--- config.mk ---
export PLATFORM = sky130hd
export DESIGN_NAME = phase_period_detector
export DESIGN_NICKNAME = d
export VERILOG_FILES = /design/src/rtl/phase_period_detector.sv
export SDC_FILE = /design/constraint.sdc
export NUM_CORES = 1
export LEC_CHECK = 0
export BUFFER_PORTS_ARGS = -buffer_cell sky130_fd_sc_hd__buf_2
export CAP_MARGIN = 10
export CORE_ASPECT_RATIO = 1.2
export CORE_MARGIN = 2
export CORE_UTILIZATION = 50
export CTS_BUF_LIST = sky130_fd_sc_hd__clkbuf_4 sky130_fd_sc_hd__clkbuf_8
export DETAILED_ROUTE_END_ITERATION = 8
export GPL_TIMING_DRIVEN = 0
export PLACE_DENSITY = 0.68
export SKIP_LAST_GASP = 1
export SLEW_MARGIN = 20
export SYNTH_ARGS = -nofsm -noshare
export SYNTH_HDL_FRONTEND = slang
export SYNTH_SLANG_ARGS = --single-unit
export TNS_END_PERCENT = 100
--- constraint.sdc ---
create_clock -name clk -period 9.85 [get_ports clk]
set_clock_uncertainty 0.15 [all_clocks]
set_input_delay 1.97 -clock clk [delete_from_list [all_inputs] [get_ports clk]]
set_output_delay 1.97 -clock clk [all_outputs]
set_load 0.03 [all_outputs]
--- src/rtl/phase_period_detector.sv ---
// Phase/period detector: measures the period of an asynchronous reference
// square wave and the offset of a feedback square wave relative to it, in
// clk cycles, with glitch rejection and loss-of-signal detection.
module phase_period_detector #(
   parameter int unsigned SYNC_STAGES = 2,
   parameter logic [31:0] MIN_PERIOD  = 32'd16,
   parameter logic [31:0] TIMEOUT     = 32'd10_000_000
) (
   input  logic               clk,
   input  logic               rst,
   input  logic               ref_in,
   input  logic               fb_in,
   output logic signed [15:0] phase_diff,
   output logic [31:0]        period_cnt_reg,
   output logic               meas_valid,
   output logic               locked,
   output logic               timeout,
   output logic               fb_missing
);

   typedef enum logic [1:0] {
      IDLE  = 2'd0,
      ARMED = 2'd1,
      TRACK = 2'd2
   } state_t;

   logic [SYNC_STAGES-1:0] ref_sync_q, ref_sync_d;
   logic [SYNC_STAGES-1:0] fb_sync_q, fb_sync_d;
   logic                   ref_prev_q, ref_prev_d;
   logic                   fb_prev_q, fb_prev_d;

   state_t                 state_q, state_d;
   logic [31:0]            cnt_q, cnt_d;
   logic [31:0]            fb_off_q, fb_off_d;
   logic                   fb_cap_q, fb_cap_d;

   logic signed [15:0]     phase_q, phase_d;
   logic [31:0]            period_q, period_d;
   logic                   meas_valid_q, meas_valid_d;
   logic                   locked_q, locked_d;
   logic                   timeout_q, timeout_d;
   logic                   fb_missing_q, fb_missing_d;

   logic                   ref_edge;
   logic                   fb_edge;
   logic                   ref_acc;

   // Clamp a 33-bit signed phase into the 16-bit output range.
   function automatic logic signed [15:0] sat16(input logic signed [32:0] x);
      if (x > 33'sd32767) begin
         return 16'sh7fff;
      end else if (x < -33'sd32768) begin
         return 16'sh8000;
      end else begin
         return x[15:0];
      end
   endfunction

   // Offsets in the first half of the period are reported as a lag (positive),
   // offsets in the second half as a lead (negative), avoiding any division.
   function automatic logic signed [15:0] phase_calc(input logic [31:0] off,
                                                     input logic [31:0] per);
      logic signed [32:0] diff;
      if ({off, 1'b0} <= {1'b0, per}) begin
         diff = $signed({1'b0, off});
      end else begin
         diff = $signed({1'b0, off}) - $signed({1'b0, per});
      end
      return sat16(diff);
   endfunction

   assign ref_edge = ref_sync_q[SYNC_STAGES-1] & ~ref_prev_q;
   assign fb_edge  = fb_sync_q[SYNC_STAGES-1] & ~fb_prev_q;
   // In IDLE any edge arms the block; otherwise short periods are glitches.
   assign ref_acc  = ref_edge & ((state_q == IDLE) | (cnt_q >= MIN_PERIOD));

   // Next-state logic: synchronizers, edge detectors, counter, FSM and outputs.
   always_comb begin
      ref_sync_d    = ref_sync_q;
      fb_sync_d     = fb_sync_q;
      ref_sync_d[0] = ref_in;
      fb_sync_d[0]  = fb_in;
      for (int i = 1; i < int'(SYNC_STAGES); i++) begin
         ref_sync_d[i] = ref_sync_q[i-1];
         fb_sync_d[i]  = fb_sync_q[i-1];
      end
      ref_prev_d   = ref_sync_q[SYNC_STAGES-1];
      fb_prev_d    = fb_sync_q[SYNC_STAGES-1];

      state_d      = state_q;
      cnt_d        = (cnt_q < TIMEOUT) ? cnt_q + 32'd1 : cnt_q;
      fb_off_d     = fb_off_q;
      fb_cap_d     = fb_cap_q;
      phase_d      = phase_q;
      period_d     = period_q;
      meas_valid_d = 1'b0;
      locked_d     = locked_q;
      timeout_d    = timeout_q;
      fb_missing_d = fb_missing_q;

      case (state_q)
         IDLE: begin
            if (ref_edge) begin
               state_d   = ARMED;
               cnt_d     = 32'd1;
               timeout_d = 1'b0;
               fb_cap_d  = 1'b0;
               fb_off_d  = 32'd0;
               locked_d  = 1'b0;
            end
         end
         ARMED, TRACK: begin
            if (cnt_q >= TIMEOUT) begin
               // Loss of signal: drop the lock and clear the measurement.
               state_d      = IDLE;
               timeout_d    = 1'b1;
               locked_d     = 1'b0;
               phase_d      = 16'sd0;
               period_d     = 32'd0;
               fb_missing_d = 1'b0;
               fb_cap_d     = 1'b0;
            end else if (ref_acc) begin
               state_d      = TRACK;
               locked_d     = 1'b1;
               cnt_d        = 32'd1;
               period_d     = cnt_q;
               meas_valid_d = 1'b1;
               if (fb_cap_q) begin
                  phase_d      = phase_calc(fb_off_q, cnt_q);
                  fb_missing_d = 1'b0;
               end else begin
                  fb_missing_d = 1'b1;
               end
               // A coincident fb edge belongs to the period just starting.
               fb_cap_d     = fb_edge;
               fb_off_d     = 32'd0;
            end else if (fb_edge && !fb_cap_q) begin
               fb_cap_d = 1'b1;
               fb_off_d = cnt_q;
            end
         end
         default: begin
            state_d  = IDLE;
            locked_d = 1'b0;
         end
      endcase
   end

   // All state registers, cleared asynchronously while rst is low.
   always_ff @(posedge clk or negedge rst) begin
      if (!rst) begin
         ref_sync_q   <= '0;
         fb_sync_q    <= '0;
         ref_prev_q   <= 1'b0;
         fb_prev_q    <= 1'b0;
         state_q      <= IDLE;
         cnt_q        <= 32'd0;
         fb_off_q     <= 32'd0;
         fb_cap_q     <= 1'b0;
         phase_q      <= 16'sd0;
         period_q     <= 32'd0;
         meas_valid_q <= 1'b0;
         locked_q     <= 1'b0;
         timeout_q    <= 1'b0;
         fb_missing_q <= 1'b0;
      end else begin
         ref_sync_q   <= ref_sync_d;
         fb_sync_q    <= fb_sync_d;
         ref_prev_q   <= ref_prev_d;
         fb_prev_q    <= fb_prev_d;
         state_q      <= state_d;
         cnt_q        <= cnt_d;
         fb_off_q     <= fb_off_d;
         fb_cap_q     <= fb_cap_d;
         phase_q      <= phase_d;
         period_q     <= period_d;
         meas_valid_q <= meas_valid_d;
         locked_q     <= locked_d;
         timeout_q    <= timeout_d;
         fb_missing_q <= fb_missing_d;
      end
   end

   assign phase_diff     = phase_q;
   assign period_cnt_reg = period_q;
   assign meas_valid     = meas_valid_q;
   assign locked         = locked_q;
   assign timeout        = timeout_q;
   assign fb_missing     = fb_missing_q;

endmodule

==> summary.txt, run 1 <==
Worst hold path
  • Hold crit path type: reg -> reg

Setup path
  • Crit-path max FO: 10
  • CP top delay family: compound AO/OA/AOI/OAI gates
  • Worst Path Required: 10.08 ns
  • Crit path max-delay cell type: o41a_1
  • Worst R2R Setup Slack: 5.42 ns
  • WS Path Type: reg -> reg
  • CP Cell Sequence: clkbuf_1, inv_1, ha_1, clkbuf_1, a21oi_1, o21ai_0, a2bb2oi_1, nand2_1, o21ai_0, xnor2_1, nor4bb_1, nand4_1, o41a_1, buf_6, o211ai_2
  • CP Launch Type: register
  • Crit path DAT: 4.66 ns
  • Slowest stage delay, CP: 0.49 ns
  • Worst Path Buf+Inv: 4
  • Setup crit end kind: register

STA
  • Final Max Slew Viols: 0
  • RSZ-0062 raised after global routing: no
  • Period Utilization, post-route: 45.0%
  • FMAX: 226 MHz
  • Final-report setup violation count: 0
  • Worst slew pin tran: 0.982 ns
  • Worst hold slack: 0.202 ns
  • Slew HR: 34.2%
  • Tmin final: 4.43 ns
  • Final hold violation count: 0
  • Fin Setup TNS: 0 ns

Route
  • DR vias: 6,876
  • Avg WL per Cell: 17.3 um
  • Starting DRT DRC Count: 430
  • DR DRC count: 0
  • Detailed Route WL: 20,900 um
  • Via-per-instance ratio: 5.69
  • DR pass1 iterations: 5
  • Routed Antenna Nets: 0

Clocking
  • Clock Pin Slew Worst Setup and Hold Paths: 0.08 ns
  • CTS tree: built
  • Resize count post-CTS: 0
  • Total clock buffers created by CTS: 17
  • Clock Path Buffers: 2
  • Clk sinks: 125
  • # hold bufs at CTS: 0
  • H-tree lvl count: 4
  • CTS root buf: clkbuf_8
  • Postcts setup bufs: 0
  • Worst skew pair latency: 0.46 ns

Floorplan
  • Die Ht: 142 um
  • Row count: 50
  • Die Width: 119 um
  • Total I/O pin count: 56
  • Initial core utilization: 50.8%
  • Core ar.: 0.0156 mm^2
  • Die footprint: 0.0169 mm^2

GRT
  • Remaining Overflow, GRT: 0
  • Largest net degree at the start of global routing: 68
  • First-pass GRT wire length: 34,500 um
  • Met3 GRT Util: 4.46%
  • Vias in the first global route: 6,658
  • Gr busiest metal: met2
  • Total GRT Usage: 26.0%
  • Met1 track utilization from global routing: 33.0%
  • Initial antenna violation count: 0
  • GR Util met2: 44.9%

Yosys
  • Ys flop type: dfrtp_1
  • Area leader, netlist: dfrtp_1
  • Number of synthesized register bits: 125
  • Sequential fraction of the synthesis area: 39.5%
  • Yosys warnings: 0
  • Post-synth top area share: 39.5%
  • Mapped Area: 0.00792 mm^2
  • Syn Nets: 985
  • Ys async rst share: 100%
  • Post-synth EDFFs: 0
  • Most numerous cell in the Yosys netlist: nand2_1
  • Synth cell count leaders: nand2_1, dfrtp_1, o21ai_0, nor2_1, ha_1
  • Synth Area per Inst: 8.67 um^2
  • Largest cells by area after synthesis: dfrtp_1, ha_1, nand2_1, o21ai_0, a21oi_1
  • Distinct cells, synth: 66
  • Post-Syn Instances: 913

Placement
  • Placement Cell Area: 0.00849 mm^2
  • Routability Congestion: 0.908
  • PortBufs: 55
  • DP HPWL: 16,100 um

Outcome
  • Outcome: finished clean

Power
  • Combinational power share: 51.5%
  • Switching pwr: 1010 uW
  • Sw frac: 45.8%
  • VDD IR max: 0.119 mV
  • Part of the power in registers: 27.1%
  • LEAKAGE: 0.00434 uW
  • Cell internal pwr: 1190 uW
  • P per Cell Area: 248 mW/mm^2
  • Clk pwr share: 21.4%

Run
  • Max_cap viols: 0

Finish
  • Layout cells sized above 1: 11.8%
  • Ant diodes: 0
  • Layout Nets: 1,060
  • Final Cell Area: 0.00889 mm^2
  • Area Growth Syn to Fin: 12.3%
-- cell usage in the layout, fill, tap and decap left out, types with 4 or more instances in the layout --
cell | synthesis | layout
a211oi_1 | 10 | 10
a21o_1 | 11 | 11
a21oi_1 | 60 | 60
a31oi_1 | 5 | 5
a41oi_1 | 4 | 4
and2_1 | 19 | 19
and3_1 | 4 | 4
buf_2 | 9 | 63
clkbuf_1 | 24 | 24
clkbuf_8 | 0 | 18
dfrtp_1 | 125 | 125
ha_1 | 67 | 67
inv_1 | 46 | 46
inv_6 | 0 | 6
nand2_1 | 145 | 145
nand2b_1 | 10 | 10
nand3_1 | 23 | 23
nand4_1 | 22 | 22
nor2_1 | 72 | 72
nor2b_1 | 6 | 6
nor3_1 | 13 | 13
nor4_1 | 13 | 13
o211ai_1 | 16 | 16
o211ai_2 | 10 | 10
o21a_1 | 6 | 6
o21ai_0 | 83 | 83
o21bai_1 | 5 | 5
o31ai_1 | 4 | 4
or3_1 | 4 | 4
xnor2_1 | 32 | 32
xor2_1 | 13 | 13
-- layout make-up --
| type | count | area (um^2) |
|---|---|---|
| clock inverters | 14 | 154 |
| fillers | 1425 | 6690 |
| repair buffers | 56 | 313 |
| clock buffers | 18 | 248 |
| plain buffers | 36 | 154 |
| well taps | 208 | 260 |
| multi-input cells | 706 | 4460 |
| inverters | 46 | 173 |
| flip-flops and latches | 125 | 3130 |
-- cell families (layout without fill, tap and decap cells) --
| logic type | count (synthesis) | in the layout | synth area share (%) |
|---|---|---|---|
| flops | 125 | 125 | 39.5 |
| buf+inv | 82 | 170 | 4.12 |
| xor+xnor | 45 | 45 | 4.98 |
| simple gates | 344 | 344 | 20.1 |
| fa+ha+maj | 68 | 68 | 10.8 |
| compound gates | 246 | 246 | 20.0 |
| mux | 3 | 3 | 0.379 |
-- metal layers --
metal | share of wire [%] | up-vias | wire length [um]
li1 | - | 3390 | -
met1 | 44 | 3324 | 9240
met2 | 50 | 128 | 10500
met3 | 3.0 | 34 | 636
met4 | 2.5 | 0 | 530
met5 | 0 | - | 0
-- stage by stage --
stage / instances / power, uW / util [%] / setup WS [ns]
after global routing: 1209 / 2360 / 57.1 / 5.05
after CTS: 1209 / 2200 / 57.1 / 5.47
after detailed placement: 1177 / 1720 / 54.5 / 5.54
after global placement: 1176 / 1710 / 54.3 / 4.98
final: 1209 / 2200 / 57.1 / 5.42
after floorplan: 913 / 1440 / - / 6.32
-- worst paths after layout --
kind,from,endpoint,cells past startpoint
worst min register to register,ref_sync_q[0],ref_sync_q[1],0
worst max register to register,cnt_q[11],phase_diff[11],15
worst min-delay path,ref_sync_q[0],ref_sync_q[1],0
max in group asynchronous,rst,phase_diff[5],2
min in group asynchronous,rst,period_cnt_reg[22],1
worst max-delay path,cnt_q[11],phase_diff[11],15
-- power by group through the flow --
stage	clock (uW)	combinational [uW]	sequential, uW
CTS	477	1120	597
finish	471	1140	597
global placement	0	1100	606
global route	496	1260	603
floorplan	0	787	656
detailed placement	0	1120	607
No activity file was read; power rests on OpenSTA's default activity.
==> run 2: changes to the inputs <==
--- a/config.mk
+++ b/config.mk
@@ -13,7 +13,7 @@
 export CTS_BUF_LIST = sky130_fd_sc_hd__clkbuf_4 sky130_fd_sc_hd__clkbuf_8
 export DETAILED_ROUTE_END_ITERATION = 8
 export GPL_TIMING_DRIVEN = 0
-export PLACE_DENSITY = 0.68
+export PLACE_DENSITY = 0.71
 export SKIP_LAST_GASP = 1
 export SLEW_MARGIN = 20
 export SYNTH_ARGS = -nofsm -noshare
==> constraint.sdc (replaced) <==
create_clock -name clk -period 4 [get_ports clk]
set_clock_uncertainty 0.15 [all_clocks]
set_input_delay 0.8 -clock clk [delete_from_list [all_inputs] [get_ports clk]]
set_output_delay 0.8 -clock clk [all_outputs]
set_load 0.03 [all_outputs]
==> run 2 against run 1 <==
Effect of this change: sequential share of layout area fell by 1.4 points; cell count up 1.2%; largest cell class unchanged; combinational power grew to 2.8 times the previous value; routed wire length increased by 2.5%; core utilization rose by 2.6 points; clock power grew to 2.6 times the previous value; via count up 2.5%; worst hold slack worse by 0.088 ns; largest power group unchanged; total power grew to 2.7 times the previous value.
==> summary.txt, run 2 (same netlist as run 1, synthesis figures left out) <==
STA
  • RSZ-0062 raised after global routing: yes
  • Period Utilization, post-route: 98.2%
  • Tmin final: 3.93 ns
  • Post-route setup slack: 0.0726 ns
  • Worst slew pin tran: 0.961 ns
  • Worst hold slack: 0.114 ns
  • Fin Setup TNS: 0 ns
  • Final-report setup violation count: 0
  • Final hold violation count: 0
  • Final Max Slew Viols: 0
  • Slew HR: 35.6%
  • FMAX: 255 MHz

Placement
  • Worst slack, placed: -0.378 ns
  • DP HPWL: 16,000 um
  • PortBufs: 55
  • Placement Cell Area: 0.00849 mm^2
  • Routability Congestion: 0.930

Route
  • DR DRC count: 0
  • Via-per-instance ratio: 5.76
  • Starting DRT DRC Count: 537
  • DR vias: 7,049
  • Routed Antenna Nets: 0
  • Avg WL per Cell: 17.5 um
  • Detailed Route WL: 21,400 um
  • DR pass1 iterations: 5

Clocking
  • H-tree lvl count: 4
  • Clock Path Buffers: 2
  • # hold bufs at CTS: 0
  • Clk sinks: 125
  • CTS root buf: clkbuf_8
  • Clock Pin Slew Worst Setup and Hold Paths: 0.08 ns
  • Worst skew pair latency: 0.47 ns
  • Total clock buffers created by CTS: 17
  • CTS tree: built

Setup path
  • Critical Path Sink: phase_diff[13]
  • Worst Path Required: 4.24 ns
  • RR Endpoint: phase_diff[13]
  • Reg2reg start: fb_off_q[0]
  • Setup crit end kind: register
  • WS Path Type: reg -> reg
  • Worst R2R Setup Slack: 0.07 ns
  • Worst reg-to-reg path cell count: 15
  • CP Launch Type: register
  • Crit-path max FO: 5
  • Crit path DAT: 4.16 ns
  • Critical Path Start: fb_off_q[0]

GRT
  • Vias in the first global route: 6,658
  • Total GRT Usage: 25.8%
  • First-pass GRT wire length: 34,200 um
  • Remaining Overflow, GRT: 0
  • Largest net degree at the start of global routing: 79
  • Initial antenna violation count: 0

Power
  • VDD IR max: 0.272 mV
  • P per Cell Area: 634 mW/mm^2
  • LEAKAGE: 0.00445 uW

Floorplan
  • Die Ht: 142 um
  • Total I/O pin count: 56
  • Core ar.: 0.0156 mm^2
  • Row count: 50
  • Die footprint: 0.0169 mm^2
  • Initial core utilization: 50.8%
  • Die Width: 119 um

Worst hold path
  • Hold crit path type: in -> async

Finish
  • Most frequent cells in the layout: nand2_1, dfrtp_1, o21ai_0
  • Layout Nets: 1,074
  • Area Growth Syn to Fin: 17.3%
  • Layout cells sized above 1: 19.2%
  • Register Area: 0.00314 mm^2
  • Area of the multi-input gates: 0.00468 mm^2
  • Final Cell Area: 0.00929 mm^2
  • Ant diodes: 0
  • Layout fillers: 1,387
  • Commonest non-fill, non-tap cell in the layout: nand2_1

Outcome
  • Outcome: finished clean

Run
  • Max_cap viols: 0
## run 2: layout make-up
cell class	count	share of cell area (%)
clock inverters	13	1.93
flip-flops and latches	125	33.8
plain buffers	32	1.56
multi-input cells	706	50.3
inverters	46	1.98
clock buffers	19	2.75
repair buffers	74	4.86
well taps	208	2.80
## run 2: critical path, stage by stage (launching register included)
cell and delay, ns:
dfrtp_2 0.43, inv_2 0.09, ha_4 0.14, inv_2 0.04, fa_2 0.39, a211oi_2 0.31
o211ai_1 0.25, nand3_2 0.20, nand2_1 0.12, o21ai_2 0.18, xnor2_1 0.13, nor4bb_1 0.37
nand4_1 0.16, o41a_1 0.51, buf_6 0.22, o211ai_2 0.15
## run 2: repair_timing
item | in CTS | in global routing
gates cloned | 0 | 1
setup endpoints to repair | 15 | 18
setup buffers | 2 | 15
resized for setup | 10 | 70
endpoints found under the hold margin | 0 | 0
pin swaps | 3 | 22
## run 2: report_power, final
| group | switching (uW) | internal, uW | leakage, uW |
|---|---|---|---|
| combinational | 1950 | 1220 | 0.00255 |
| sequential | 92.0 | 1380 | 0.00170 |
| clock | 581 | 657 | 0.000212 |
## run 2: worst min path at each step
| stage | from | end | slack (ns) | cells after the start |
|---|---|---|---|---|
| after detailed placement | fb_sync_q[0] | fb_sync_q[1] | 0.18 | 0 |
| after global placement | ref_sync_q[0] | ref_sync_q[1] | 0.18 | 0 |
| after global routing | rst | cnt_q[21] | 0.13 | 1 |
| after CTS | rst | cnt_q[27] | 0.13 | 1 |
| final | rst | period_cnt_reg[22] | 0.11 | 1 |
| after floorplan | fb_sync_q[0] | fb_sync_q[1] | 0.18 | 0 |
## run 2: metal layers
layer | vias to the layer above | wire length, um | global-route usage (%) | share of wire (%)
met5 | - | 0 | 0 | 0
met1 | 3382 | 9250 | 32.4 | 43
met4 | 0 | 725 | 12.3 | 3.4
met3 | 56 | 802 | 4.34 | 3.7
li1 | 3418 | - | - | -
met2 | 193 | 10700 | 43.3 | 50
## run 2: through the flow
step	std cells	utilization, %	power (uW)
finish	1223	59.6	5890
global route	1223	59.6	6250
CTS	1208	57.5	5550
detailed placement	1177	54.5	4240
global placement	1176	54.3	4200
floorplan	913	-	3550
==> run 3: changes to the inputs <==
==> constraint.sdc (replaced) <==
create_clock -name clk -period 4 [get_ports clk]
set_clock_uncertainty 0.15 [all_clocks]
set_input_delay 0.2 -clock clk [delete_from_list [all_inputs] [get_ports clk]]
set_output_delay 0.2 -clock clk [all_outputs]
set_load 0.03 [all_outputs]
==> run 3 against run 2 <==
Effect of this change: design area increased by 0.32%; via count increased by 0.60%; count of clock-buffer cells in the layout unchanged; non-clock buffer count increased by 3; setup slack improved by 0.013 ns; global-route usage about the same; clock power about the same; combinational power about the same; core utilization increased by 0.19 points; sequential share of layout area decreased by 0.11 points.
==> summary.txt, run 3 (same netlist as run 1, synthesis figures left out) <==
Outcome
  • Outcome: finished clean

Power
  • Part of the power in registers: 25.0%
  • VDD IR max: 0.272 mV
  • LEAKAGE: 0.00447 uW
  • Cell internal pwr: 3260 uW
  • Switching pwr: 2620 uW
  • Sw frac: 44.5%
  • P per Cell Area: 631 mW/mm^2
  • Combinational power share: 54.0%
  • Clk pwr share: 21.0%

Clocking
  • CTS root buf: clkbuf_8
  • Clock Path Buffers: 2
  • Total clock buffers created by CTS: 17
  • H-tree lvl count: 4
  • Worst skew pair latency: 0.47 ns
  • CTS tree: built
  • Clock Pin Slew Worst Setup and Hold Paths: 0.08 ns
  • Clk sinks: 125

Placement
  • PortBufs: 55
  • Worst slack, placed: -0.378 ns
  • Placement Cell Area: 0.00849 mm^2
  • DP HPWL: 16,000 um
  • Routability Congestion: 0.930

STA
  • Worst hold slack: 0.0937 ns
  • FMAX: 255 MHz
  • Final-report setup violation count: 0
  • Fin Setup TNS: 0 ns
  • Period Utilization, post-route: 97.9%
  • Slew HR: 37.1%
  • Final hold violation count: 0
  • Worst slew pin tran: 0.940 ns
  • Final Max Slew Viols: 0
  • Post-route setup slack: 0.0854 ns
  • Tmin final: 3.91 ns
  • RSZ-0062 raised after global routing: yes

Finish
  • Layout cells sized above 1: 19.2%
  • Most frequent cells in the layout: nand2_1, dfrtp_1, o21ai_0
  • Area Growth Syn to Fin: 17.7%
  • Final Cell Area: 0.00932 mm^2
  • Register Area: 0.00314 mm^2
  • Ant diodes: 0
  • Layout Nets: 1,077
  • Layout fillers: 1,387
  • Area of the multi-input gates: 0.00468 mm^2
  • Commonest non-fill, non-tap cell in the layout: nand2_1
  • Final core occ: 59.8%

Route
  • DR pass1 iterations: 5
  • Via-per-instance ratio: 5.78
  • DR vias: 7,091
  • Routed Antenna Nets: 0
  • DR DRC count: 0
  • Starting DRT DRC Count: 518
  • Avg WL per Cell: 17.5 um
  • Detailed Route WL: 21,500 um

Floorplan
  • Die Ht: 142 um
  • Core ar.: 0.0156 mm^2
  • Die footprint: 0.0169 mm^2
  • Total I/O pin count: 56
  • Initial core utilization: 50.8%
  • Row count: 50
  • Die Width: 119 um

Run
  • Max_cap viols: 0

Worst hold path
  • Hold crit path type: in -> async

Setup path
  • Setup crit end kind: register
  • Reg2reg start: fb_off_q[0]
  • Crit-path max FO: 5
  • WS Path Type: reg -> reg
  • Worst R2R Setup Slack: 0.09 ns
  • Worst Path Required: 4.24 ns
  • RR Endpoint: phase_diff[13]
  • CP Launch Type: register
  • Crit path DAT: 4.15 ns
  • Worst reg-to-reg path cell count: 15

GRT
  • Total GRT Usage: 25.8%
  • Remaining Overflow, GRT: 0
  • First-pass GRT wire length: 34,300 um
  • Largest net degree at the start of global routing: 79
  • Vias in the first global route: 6,666
  • Initial antenna violation count: 0
[run 3: cell count changes in the layout (fill, tap and decap cells not counted)]
cell	previous run	this run
dlygate4sd3_1	0	3
[run 3: area by class of cell]
type | count | share of cell area [%]
Buffer | 32 | 1.56
Clock buffer | 19 | 2.74
Clock inverter | 13 | 1.92
Inverter | 46 | 1.97
Multi-Input combinational cell | 706 | 50.2
Sequential cell | 125 | 33.7
Tap cell | 208 | 2.79
Timing Repair Buffer | 77 | 5.17
[run 3: what timing repair did]
item / 4_1_cts / 5_1_grt
gates cloned: 0 / 1
resized for setup: 10 / 70
endpoints found under the hold margin: 127 / 0
hold buffers: 3 / 0
setup buffers: 2 / 15
endpoints found under the setup margin: 15 / 18
pin swaps: 3 / 22
[run 3: through the flow]
| step | std cells | total power [uW] |
|---|---|---|
| floorplan | 913 | 3550 |
| global placement | 1176 | 4200 |
| detailed placement | 1177 | 4240 |
| CTS | 1211 | 5550 |
| global route | 1226 | 6250 |
| finish | 1226 | 5880 |
[run 3: per-layer routing]
metal	track usage, %	share of wire (%)	vias up	wire (um)
li1	-	-	3428	-
met1	32.4	42	3389	9030
met2	43.4	50	217	10800
met3	4.34	4.5	57	977
met4	12.3	3.4	0	736
met5	0	0	-	0
[run 3: power by group through the flow]
stage | clock (uW) | sequential [uW] | combinational [uW]
4_1_cts | 1250 | 1470 | 2830
3_3_place_gp | 0 | 1490 | 2700
3_5_place_dp | 0 | 1500 | 2750
2_1_floorplan | 0 | 1610 | 1940
6_report | 1240 | 1470 | 3170
5_1_grt | 1310 | 1490 | 3450
[run 3: how the worst max path moves through the flow]
stage	startpoint	endpoint	slack (ns)	depth (start not counted)
finish	fb_off_q[0]	phase_diff[13]	0.09	15
global route	fb_off_q[0]	phase_diff[13]	-0.06	15
CTS	cnt_q[6]	phase_diff[11]	0.009	12
detailed placement	cnt_q[11]	phase_diff[11]	-0.38	15
global placement	cnt_q[11]	phase_diff[13]	-0.35	15
floorplan	cnt_q[11]	phase_diff[10]	0.47	15
[run 3: critical path, stage by stage, from the launching register on]
cell      delay [ns]
dfrtp_2         0.42
inv_2           0.09
ha_4            0.14
inv_2           0.04
fa_2            0.39
a211oi_2        0.31
o211ai_1        0.24
nand3_2         0.20
nand2_1         0.12
o21ai_2         0.18
xnor2_1         0.13
nor4bb_1        0.37
nand4_1         0.16
o41a_1          0.51
buf_6           0.22
o211ai_2        0.15
